**src/rtl/id_ex_stage.sv**
```systemverilog
// ID/EX pipeline register with load-use hazard detection, bubble insertion,
// branch-flush squash and external hold. Counts inserted load-use bubbles.
module id_ex_stage #(
    parameter int DATA_W = 32
) (
    input  logic              clk,
    input  logic              rst,
    input  logic              id_valid,
    input  logic [5:0]        id_opcode,
    input  logic [4:0]        id_rd,
    input  logic [4:0]        id_rn,
    input  logic [4:0]        id_rm,
    input  logic              id_uses_rn,
    input  logic              id_uses_rm,
    input  logic [DATA_W-1:0] id_rd1,
    input  logic [DATA_W-1:0] id_rd2,
    input  logic [9:0]        id_imm10,
    input  logic [14:0]       id_imm15,
    input  logic [19:0]       id_imm20,
    input  logic [1:0]        id_imm_sel,
    input  logic [15:0]       id_pc,
    input  logic              id_we_rf,
    input  logic              id_mem_read,
    input  logic              id_mem_write,
    input  logic [3:0]        id_alu_op,
    input  logic              flush,
    input  logic              stall_ext,
    output logic              ex_valid,
    output logic              ex_we_rf,
    output logic              ex_mem_read,
    output logic              ex_mem_write,
    output logic [5:0]        ex_opcode,
    output logic [3:0]        ex_alu_op,
    output logic [4:0]        ex_rd,
    output logic [4:0]        ex_rn,
    output logic [4:0]        ex_rm,
    output logic [DATA_W-1:0] ex_a,
    output logic [DATA_W-1:0] ex_b,
    output logic [DATA_W-1:0] ex_imm,
    output logic [15:0]       ex_pc,
    output logic              pc_en,
    output logic              if_id_en,
    output logic [15:0]       bubble_count
);

    typedef struct packed {
        logic              valid;
        logic              we_rf;
        logic              mem_read;
        logic              mem_write;
        logic [5:0]        opcode;
        logic [3:0]        alu_op;
        logic [4:0]        rd;
        logic [4:0]        rn;
        logic [4:0]        rm;
        logic [DATA_W-1:0] a;
        logic [DATA_W-1:0] b;
        logic [DATA_W-1:0] imm;
        logic [15:0]       pc;
    } ex_regs_t;

    ex_regs_t          r_ex;
    ex_regs_t          w_cap;
    logic [15:0]       r_bubble_count;
    logic [DATA_W-1:0] w_imm;
    logic              w_haz;
    logic              w_clear;
    logic              w_hold;
    logic              w_count;

    // A load in EX whose destination feeds the ID instruction; r0 never hazards.
    assign w_haz = r_ex.valid & r_ex.mem_read & (r_ex.rd != 5'd0) & id_valid &
                   ((id_uses_rn & (id_rn == r_ex.rd)) | (id_uses_rm & (id_rm == r_ex.rd)));

    // Enable contract: when pc_en/if_id_en are low the PC and IF/ID must keep
    // their contents; the ID instruction is then re-presented next cycle.
    assign pc_en    = ~(w_haz | stall_ext);
    assign if_id_en = ~(w_haz | stall_ext);

    // Priority: flush > stall_ext > hazard > capture.
    assign w_clear = flush | (~stall_ext & w_haz);
    assign w_hold  = ~flush & stall_ext;
    assign w_count = ~flush & ~stall_ext & w_haz;

    always_comb begin
        w_imm = '0;
        case (id_imm_sel)
            2'b01:   w_imm = {{(DATA_W-10){id_imm10[9]}}, id_imm10};
            2'b10:   w_imm = {{(DATA_W-15){id_imm15[14]}}, id_imm15};
            2'b11:   w_imm = {{(DATA_W-20){id_imm20[19]}}, id_imm20};
            default: w_imm = '0;
        endcase
    end

    always_comb begin
        w_cap           = '0;
        w_cap.valid     = id_valid;
        w_cap.we_rf     = id_valid & id_we_rf;
        w_cap.mem_read  = id_valid & id_mem_read;
        w_cap.mem_write = id_valid & id_mem_write;
        w_cap.opcode    = id_opcode;
        w_cap.alu_op    = id_alu_op;
        w_cap.rd        = id_rd;
        w_cap.rn        = id_rn;
        w_cap.rm        = id_rm;
        w_cap.a         = id_rd1;
        w_cap.b         = id_rd2;
        w_cap.imm       = w_imm;
        w_cap.pc        = id_pc;
    end

    always_ff @(posedge clk or posedge rst) begin
        if (rst) begin
            r_ex <= '0;
        end else if (w_clear) begin
            r_ex <= '0;
        end else if (!w_hold) begin
            r_ex <= w_cap;
        end
    end

    always_ff @(posedge clk or posedge rst) begin
        if (rst) begin
            r_bubble_count <= '0;
        end else if (w_count && (r_bubble_count != 16'hFFFF)) begin
            r_bubble_count <= r_bubble_count + 16'd1;
        end
    end

    assign ex_valid     = r_ex.valid;
    assign ex_we_rf     = r_ex.we_rf;
    assign ex_mem_read  = r_ex.mem_read;
    assign ex_mem_write = r_ex.mem_write;
    assign ex_opcode    = r_ex.opcode;
    assign ex_alu_op    = r_ex.alu_op;
    assign ex_rd        = r_ex.rd;
    assign ex_rn        = r_ex.rn;
    assign ex_rm        = r_ex.rm;
    assign ex_a         = r_ex.a;
    assign ex_b         = r_ex.b;
    assign ex_imm       = r_ex.imm;
    assign ex_pc        = r_ex.pc;
    assign bubble_count = r_bubble_count;

endmodule

```
**config.mk**
```make
export PLATFORM = sky130hd
export DESIGN_NAME = id_ex_stage
export DESIGN_NICKNAME = d
export VERILOG_FILES = /design/src/rtl/id_ex_stage.sv
export SDC_FILE = /design/constraint.sdc
export NUM_CORES = 1
export LEC_CHECK = 0
export ABC_AREA = 1
export CORE_MARGIN = 2
export CORE_UTILIZATION = 42
export DETAILED_ROUTE_END_ITERATION = 16
export GPL_ROUTABILITY_DRIVEN = 0
export PLACE_DENSITY = 0.87
export SLEW_MARGIN = 25
export SYNTH_ARGS = -nofsm -noshare
export SYNTH_HDL_FRONTEND = slang
export SYNTH_SLANG_ARGS = --single-unit
```
**constraint.sdc**
```tcl
create_clock -name clk -period 5.1 [get_ports clk]
set_input_delay 0.765 -clock clk [delete_from_list [all_inputs] [get_ports clk]]
set_output_delay 0.765 -clock clk [all_outputs]
set_load 0.1 [all_outputs]
```
==> metrics.txt, run 1 <==
# TYPE chip_impl_metric gauge
chip_impl_metric{name="clock_skew",unit="ps"} 8.86
chip_impl_metric{name="detailedRoute.firstIterationViolations",unit=""} 391
chip_impl_metric{name="worst_skew_pair.late_latency",unit="ps"} 430
chip_impl_metric{name="min_period",unit="ps"} 3770
chip_impl_metric{name="grt.overflow.total",unit=""} 0
chip_impl_metric{name="p_per_area",unit="nW/µm²"} 313
chip_impl_metric{name="synth_seq_cells",unit=""} 145
chip_impl_metric{name="first_pass_grt_wire_length",unit="µm"} 35000
chip_impl_info{name="sort_of_element_at_the_end_of_the_critical_path",value="primary output"} 1
chip_impl_metric{name="grt_util_all_layers",unit="%"} 25.2
chip_impl_metric{name="finalHoldViolations",unit=""} 0
chip_impl_metric{name="max_clock_freq",unit="MHz"} 265
chip_impl_metric{name="die_y",unit="µm"} 132
chip_impl_metric{name="syn-mean-instance-area",unit="µm²"} 8.25
chip_impl_metric{name="grt_pass1_vias",unit=""} 6689
chip_impl_metric{name="fin_area",unit="µm²"} 10700
chip_impl_metric{name="worst-slew-pin-transition",unit="ps"} 1040
chip_impl_metric{name="x_dimension_of_the_die",unit="µm"} 132
chip_impl_metric{name="numCtsBuffers",unit=""} 17
chip_impl_metric{name="routedLengthMet1",unit="µm"} 8730
chip_impl_metric{name="final_cycle_utilization_of_the_critical_path",unit="%"} 73.9
chip_impl_metric{name="timing.critical_path.buf_inv",unit=""} 4
chip_impl_metric{name="totalWireLength",unit="µm"} 22300
chip_impl_metric{name="final-instance-count-excl-fill",unit=""} 1357
chip_impl_metric{name="synthesis_to_finish_area_growth",unit="%"} 53.6
chip_impl_metric{name="dr_wl_met2",unit="µm"} 11000
chip_impl_info{name="critical_path.top_delay_family",value="simple AND/OR/NAND/NOR gates"} 1
chip_impl_metric{name="deepest_level_of_the_cts_h_tree",unit=""} 4
chip_impl_metric{name="slew_violations",unit=""} 0
chip_impl_metric{name="maxCapViolCount",unit=""} 0
chip_impl_metric{name="antenna_found_initial",unit=""} 1
chip_impl_metric{name="numPortBuffers",unit=""} 320
chip_impl_metric{name="cp_slowest_stage_delay",unit="ps"} 530
chip_impl_metric{name="p_leak",unit="nW"} 4.87
chip_impl_metric{name="yosysWarnings",unit=""} 0
chip_impl_info{name="worstSetupPathType",value="input pin to primary output"} 1
chip_impl_info{name="rsz0062_at_grt",value="no"} 1
chip_impl_info{name="timing.critical_path.cells",value="clkdlybuf4s50_1 > inv_1 > nand2_1 > nand2_1 > nor2_1 > nand3_1 > nand2_4 > nand2_4 > nand2_4 > inv_1 > buf_4"} 1
chip_impl_metric{name="fin_hold_ws",unit="ps"} 481
chip_impl_info{name="clk_root_buffer_cell",value="sky130_fd_sc_hd__clkbuf_16"} 1
chip_impl_metric{name="routed_via_density",unit=""} 5.04
chip_impl_metric{name="maxSlewHeadroom",unit="%"} 30.1
chip_impl_metric{name="dpl.cell_count",unit=""} 1323
chip_impl_metric{name="netlist_instances",unit=""} 841
chip_impl_metric{name="start_util",unit="%"} 43.3
chip_impl_metric{name="finalCoreUtilization",unit="%"} 66.6
chip_impl_info{name="status",value="finished, final reports clean"} 1
chip_impl_metric{name="post_route_cells_drive_above_1_share",unit="%"} 8.52
chip_impl_metric{name="worst-r2r-setup-slack",unit="ps"} 2190
chip_impl_metric{name="number_of_drc_violations_after_detailed_routing",unit=""} 0
chip_impl_metric{name="synth_seq_area_share",unit="%"} 52.3
chip_impl_metric{name="antenna_left",unit=""} 0
chip_impl_info{name="slowest_stage",value="sky130_fd_sc_hd__clkdlybuf4s50_1"} 1
chip_impl_metric{name="syn-num-nets",unit=""} 1004
chip_impl_metric{name="placeable_core_region",unit="µm²"} 16000
chip_impl_metric{name="routedWlPerCell",unit="µm"} 16.4
chip_impl_metric{name="cts.sink_count",unit=""} 145
chip_impl_metric{name="worst-path-max-fanout",unit=""} 60
chip_impl_metric{name="maximum_number_of_pins_on_one_net_before_global_route_repair",unit=""} 97
chip_impl_metric{name="io_pins",unit=""} 321
chip_impl_metric{name="drt-pass1-iter-count",unit=""} 5
chip_impl_metric{name="peakVddDrop",unit="V"} 0.000227
chip_impl_info{name="crit_path_start_kind",value="input pin"} 1
chip_impl_info{name="tritoncts",value="yes"} 1
chip_impl_metric{name="total_nets_final",unit=""} 1289
chip_impl_metric{name="vias",unit=""} 6841
chip_impl_metric{name="cts_setup_buffers",unit=""} 0
chip_impl_metric{name="clk_pin_slew_worst_paths",unit="ps"} 60
chip_impl_metric{name="floorplan.die_area",unit="µm²"} 17600
chip_impl_metric{name="synth.distinct_cells",unit=""} 27
chip_impl_metric{name="max-clock-path-buffers",unit=""} 2
chip_impl_info{name="dr.max_layer_used",value="met4"} 1
chip_impl_metric{name="fp-row-count",unit=""} 46
chip_impl_metric{name="netlist_area",unit="µm²"} 6930
chip_impl_info{name="critPathMostFrequentCell",value="sky130_fd_sc_hd__nand2_4"} 1
chip_impl_metric{name="totalNegativeSetupSlack",unit="ps"} 0
chip_impl_metric{name="required",unit="ps"} 4340
chip_impl_metric{name="cts_repair_resizes",unit=""} 0
chip_impl_metric{name="dpl.hpwl",unit="µm"} 15900
chip_impl_metric{name="detailed_place.area",unit="µm²"} 10100
chip_impl_metric{name="met3RoutedLength",unit="µm"} 1740
chip_impl_metric{name="critical_path_arrival",unit="ps"} 3000
chip_impl_info{name="hold_path.class",value="flip-flop to flip-flop"} 1
chip_impl_metric{name="postCtsHoldBufs",unit=""} 0
chip_impl_metric{name="setup_viol",unit=""} 0
[worst paths after layout]
path | from | end | cells past startpoint
hold / removal | ex_pc[13] | ex_pc[13] | 2
max in group asynchronous | rst | ex_imm[4] | 3
setup reg to reg | ex_rd[1] | ex_b[21] | 10
min in group asynchronous | rst | ex_b[7] | 2
setup / recovery | id_rn[1] | if_id_en | 11
hold reg to reg | ex_pc[13] | ex_pc[13] | 2
[worst reg2reg max path: stages, from the launching register on]
cell                      delay (ps)
sky130_fd_sc_hd__dfrtp_1         460
sky130_fd_sc_hd__inv_2           110
sky130_fd_sc_hd__nand2_1          70
sky130_fd_sc_hd__nand2_1          60
sky130_fd_sc_hd__nor2_1          130
sky130_fd_sc_hd__nand3_1         160
sky130_fd_sc_hd__nand2_4         150
sky130_fd_sc_hd__nand2_4         190
sky130_fd_sc_hd__nand2_4         510
sky130_fd_sc_hd__buf_4           690
sky130_fd_sc_hd__o21ai_0         230
[metal layers]
layer,up-vias,GRT usage (%)
met4,0,11.1
li1,3239,-
met5,-,0
met1,3248,30.3
met2,307,42.7
met3,47,6.36
[cells in the mapped netlist, drive strengths merged]
library cell    n  area [µm²]
ha              1        12.5
o21ai         100         628
buf            33         274
xor2            7        61.3
nor2           20        87.6
nand3          26         140
nor3            3        15.0
xnor2           6        52.6
nand2         403        1540
o21bai          1        7.51
clkbuf         27         101
inv            36         135
nand3b          2        15.0
nand4          26         178
dfrtp         145        3630
o22ai           5        62.6
[metrics by stage]
stage / setup WS [ps] / power (W)
after detailed placement: 1420 / 0.00219
after global routing: 1170 / 0.00345
after global placement: 1430 / 0.00218
after floorplan: 440 / 0.00189
final: 1330 / 0.00334
after CTS: 1340 / 0.00336
[flip-flops by register name, summed over array words and instances, names as in the netlist]
| register | count |
|---|---|
| bubble_count | 16 |
| ex_rm | 5 |
| ex_rn | 5 |
| ex_mem_read | 1 |
| ex_valid | 1 |
| ex_a | 32 |
| ex_we_rf | 1 |
| ex_alu_op | 4 |
| ex_rd | 5 |
| ex_imm | 20 |
| ex_b | 32 |
| ex_pc | 16 |
| ex_opcode | 6 |
| ex_mem_write | 1 |
[cell families (layout without fill, tap and decap cells)]
logic type      Yosys count  after routing  synth area share, %
compound gates          106            106                 10.1
simple gates            480            480                 28.4
other cells               0              2                    0
xor+xnor                 13             13                 1.64
flops                   145            145                 52.3
buf+inv                  96            394                 7.36
fa+ha+maj                 1              1                0.180
[power breakdown]
| part | leakage [nW] | switching [W] | internal (W) |
|---|---|---|---|
| logic | 2.66 | 0.000668 | 0.000262 |
| registers | 1.94 | 0.0000366 | 0.00121 |
| clock network | 0.265 | 0.000530 | 0.000635 |
[placed cells by master (no fill, tap or decap), types with 5 or more instances in the layout]
| cell | Yosys | routed |
|---|---|---|
| sky130_fd_sc_hd__clkbuf_16 | 0 | 17 |
| sky130_fd_sc_hd__nand2_1 | 400 | 400 |
| sky130_fd_sc_hd__xnor2_1 | 6 | 6 |
| sky130_fd_sc_hd__o21ai_2 | 34 | 34 |
| sky130_fd_sc_hd__inv_6 | 0 | 6 |
| sky130_fd_sc_hd__nor2_1 | 17 | 17 |
| sky130_fd_sc_hd__nand4_1 | 25 | 25 |
| sky130_fd_sc_hd__clkdlybuf4s50_1 | 0 | 318 |
| sky130_fd_sc_hd__inv_1 | 29 | 27 |
| sky130_fd_sc_hd__dfrtp_1 | 145 | 145 |
| sky130_fd_sc_hd__xor2_1 | 7 | 7 |
| sky130_fd_sc_hd__o21ai_0 | 66 | 66 |
| sky130_fd_sc_hd__inv_2 | 7 | 7 |
| sky130_fd_sc_hd__o22ai_2 | 5 | 5 |
| sky130_fd_sc_hd__buf_4 | 13 | 7 |
| sky130_fd_sc_hd__nand3_1 | 24 | 24 |
[cell type report]
cell class / instances / area, µm²
diodes: 2 / 5.00
clock buffers: 17 / 425
clock inverters: 15 / 125
fillers: 1291 / 5350
inverters: 36 / 143
multi-input cells: 600 / 2800
flip-flops and latches: 145 / 3630
well taps: 216 / 270
repair buffers: 326 / 3260
No activity file was read; power rests on OpenSTA's default activity.
==> inputs of run 2 (changes only) <==
==> constraint.sdc (replaced) <==
create_clock -name clk -period 3.6 [get_ports clk]
set_input_delay 0.54 -clock clk [delete_from_list [all_inputs] [get_ports clk]]
set_output_delay 0.54 -clock clk [all_outputs]
set_load 0.1 [all_outputs]
==> metrics.txt, run 2 (synthesis results as in run 1) <==
# TYPE chip_impl_metric gauge
chip_impl_info{name="status",value="finished, final reports clean"} 1
chip_impl_info{name="reg2reg_from",value="ex_rd[0]"} 1
chip_impl_metric{name="clock_skew",unit="ps"} 7.06
chip_impl_metric{name="cp.depth",unit=""} 11
chip_impl_info{name="worstSetupPathType",value="input pin to primary output"} 1
chip_impl_metric{name="totalNegativeSetupSlack",unit="ps"} 0
chip_impl_info{name="rsz0062_at_grt",value="no"} 1
chip_impl_metric{name="cts_repair_resizes",unit=""} 0
chip_impl_metric{name="first_pass_grt_wire_length",unit="µm"} 34500
chip_impl_metric{name="clk_pin_slew_worst_paths",unit="ps"} 60
chip_impl_metric{name="dpl.hpwl",unit="µm"} 15700
chip_impl_info{name="worstSetupStartpoint",value="id_rn[0]"} 1
chip_impl_metric{name="setup_viol",unit=""} 0
chip_impl_metric{name="critical_path_arrival",unit="ps"} 2290
chip_impl_metric{name="post_route_cells_drive_above_1_share",unit="%"} 8.59
chip_impl_metric{name="placeable_core_region",unit="µm²"} 16000
chip_impl_metric{name="p_leak",unit="nW"} 4.88
chip_impl_metric{name="deepest_level_of_the_cts_h_tree",unit=""} 4
chip_impl_metric{name="grt.overflow.total",unit=""} 0
chip_impl_metric{name="detailedRoute.firstIterationViolations",unit=""} 354
chip_impl_metric{name="antenna_left",unit=""} 0
chip_impl_metric{name="drt-pass1-iter-count",unit=""} 4
chip_impl_metric{name="numPortBuffers",unit=""} 320
chip_impl_info{name="slowest_stage",value="sky130_fd_sc_hd__clkdlybuf4s50_1"} 1
chip_impl_info{name="mostFrequentLayoutCells",value="400 x sky130_fd_sc_hd__nand2_1, 318 x sky130_fd_sc_hd__clkdlybuf4s50_1, 145 x sky130_fd_sc_hd__dfrtp_1"} 1
chip_impl_metric{name="r2r.worst_path.cells",unit=""} 10
chip_impl_metric{name="start_util",unit="%"} 43.3
chip_impl_metric{name="cp_slowest_stage_delay",unit="ps"} 510
chip_impl_metric{name="fp-row-count",unit=""} 46
chip_impl_info{name="timing.critical_path.cells",value="clkdlybuf4s50_1 > inv_1 > nand2_1 > nand2_1 > nor2_1 > nand3_1 > nand2_4 > nand2_4 > nand2_4 > inv_1 > buf_12"} 1
chip_impl_metric{name="maxCapViolCount",unit=""} 0
chip_impl_metric{name="maxSlewHeadroom",unit="%"} 29.2
chip_impl_metric{name="required",unit="ps"} 3060
chip_impl_metric{name="total_nets_final",unit=""} 1293
chip_impl_info{name="layout_commonest_cell",value="sky130_fd_sc_hd__nand2_1"} 1
chip_impl_metric{name="postCtsHoldBufs",unit=""} 0
chip_impl_metric{name="timing.critical_path.buf_inv",unit=""} 4
chip_impl_metric{name="grt_pass1_vias",unit=""} 6588
chip_impl_metric{name="slew_violations",unit=""} 0
chip_impl_metric{name="numCtsBuffers",unit=""} 17
chip_impl_info{name="tritoncts",value="yes"} 1
chip_impl_metric{name="worst_skew_pair.late_latency",unit="ps"} 410
chip_impl_metric{name="gr_met2_demand_resource",unit="%"} 41.6
chip_impl_metric{name="x_dimension_of_the_die",unit="µm"} 132
chip_impl_metric{name="worst-r2r-setup-slack",unit="ps"} 1340
chip_impl_metric{name="routed_via_density",unit=""} 4.99
chip_impl_metric{name="p_per_area",unit="nW/µm²"} 435
chip_impl_metric{name="peakVddDrop",unit="V"} 0.000297
chip_impl_metric{name="synthesis_to_finish_area_growth",unit="%"} 54.1
chip_impl_metric{name="cts_setup_buffers",unit=""} 0
chip_impl_metric{name="final_cycle_utilization_of_the_critical_path",unit="%"} 78.7
chip_impl_metric{name="totalWireLength",unit="µm"} 21500
chip_impl_info{name="top_usage_layer",value="met2"} 1
chip_impl_metric{name="totalPowerFinal",unit="W"} 0.00464
chip_impl_info{name="worstReg2RegEnd",value="ex_a[9]"} 1
chip_impl_metric{name="gr-usage-met1",unit="%"} 30.1
chip_impl_metric{name="n_diodes",unit=""} 0
chip_impl_metric{name="finalHoldViolations",unit=""} 0
chip_impl_metric{name="cts.sink_count",unit=""} 145
chip_impl_metric{name="worst-path-max-fanout",unit=""} 25
chip_impl_info{name="crit_path_start_kind",value="input pin"} 1
chip_impl_info{name="critical_path.top_delay_family",value="buffers and inverters"} 1
chip_impl_metric{name="floorplan.die_area",unit="µm²"} 17600
chip_impl_metric{name="vias",unit=""} 6765
chip_impl_info{name="sort_of_element_at_the_end_of_the_critical_path",value="primary output"} 1
chip_impl_metric{name="max_clock_freq",unit="MHz"} 353
chip_impl_metric{name="number_of_drc_violations_after_detailed_routing",unit=""} 0
chip_impl_metric{name="max-clock-path-buffers",unit=""} 2
chip_impl_metric{name="die_y",unit="µm"} 132
chip_impl_metric{name="worst-slew-pin-transition",unit="ps"} 1060
chip_impl_metric{name="final-seq-area",unit="µm²"} 3630
chip_impl_metric{name="grt_util_all_layers",unit="%"} 24.6
chip_impl_metric{name="io_pins",unit=""} 321
chip_impl_info{name="hold_path.class",value="flip-flop to flip-flop"} 1
chip_impl_info{name="worst_hold_startpoint",value="ex_b[29]"} 1
chip_impl_metric{name="routedWlPerCell",unit="µm"} 15.9
chip_impl_metric{name="maximum_number_of_pins_on_one_net_before_global_route_repair",unit=""} 106
chip_impl_info{name="critPathMostFrequentCell",value="sky130_fd_sc_hd__nand2_4"} 1
chip_impl_metric{name="antenna_found_initial",unit=""} 1
chip_impl_metric{name="grt_util_met3",unit="%"} 7.20
chip_impl_info{name="clk_root_buffer_cell",value="sky130_fd_sc_hd__clkbuf_16"} 1
chip_impl_info{name="setup.worst_path.end",value="if_id_en"} 1
chip_impl_metric{name="min_period",unit="ps"} 2830
chip_impl_metric{name="layout.filler_cells",unit=""} 1308
chip_impl_metric{name="multi_input_area",unit="µm²"} 2800
-- run 2: cell types whose count changed in the layout (fill, tap and decap cells not counted), moves of 2 or more --
cell	delta
sky130_fd_sc_hd__inv_6	-5
sky130_fd_sc_hd__buf_12	+3
sky130_fd_sc_hd__clkinv_2	+3
sky130_fd_sc_hd__clkinv_4	-3
sky130_fd_sc_hd__clkbuf_8	+2
sky130_fd_sc_hd__clkinvlp_4	+2
sky130_fd_sc_hd__diode_2	-2
sky130_fd_sc_hd__inv_8	-2
-- run 2: worst reg2reg max path, delay by kind of cell, from the launching register on --
family	cells	cell delay (ps)
AO/OA/AOI/OAI	1	280
buffers and inverters	2	490
flip-flops	1	480
AND/OR/NAND/NOR	7	870
-- run 2: stage by stage --
step / hold WS [ps] / util, % / setup slack (ps) / instances / cell area (µm²)
2_1_floorplan: 687 / - / 163 / 841 / 6940
3_3_place_gp: 463 / 63.5 / 808 / 1327 / 10200
3_5_place_dp: 466 / 63.5 / 798 / 1327 / 10200
4_1_cts: 481 / 66.8 / 758 / 1357 / 10700
5_1_grt: 503 / 66.8 / 649 / 1357 / 10700
6_report: 478 / 66.8 / 765 / 1357 / 10700
-- run 2: how the worst min path moves through the flow --
stage	to	slack [ps]	depth (start not counted)
6_report	ex_b[29]	480	2
3_3_place_gp	ex_pc[4]	460	2
2_1_floorplan	ex_valid	690	2
4_1_cts	ex_b[11]	480	2
3_5_place_dp	ex_b[11]	470	2
5_1_grt	ex_pc[12]	500	2
-- run 2: report_power, final --
| group | switching, W | total, W | internal (W) |
|---|---|---|---|
| sequential | 0.0000505 | 0.00176 | 0.00171 |
| clock | 0.000657 | 0.00156 | 0.000904 |
| combinational | 0.000944 | 0.00132 | 0.000377 |
-- run 2: per-layer routing --
metal / part of all wire, % / vias up
met2: 50 / 291
met5: 0 / -
met4: 2.3 / 0
met3: 8.1 / 36
li1: - / 3237
met1: 40 / 3201
-- run 2: area by class of cell --
class | instances | share of cell area (%)
inverters | 36 | 1.32
well taps | 216 | 2.53
multi-input cells | 600 | 26.2
clock buffers | 20 | 4.27
repair buffers | 330 | 31.1
clock inverters | 10 | 0.597
flip-flops and latches | 145 | 34.0
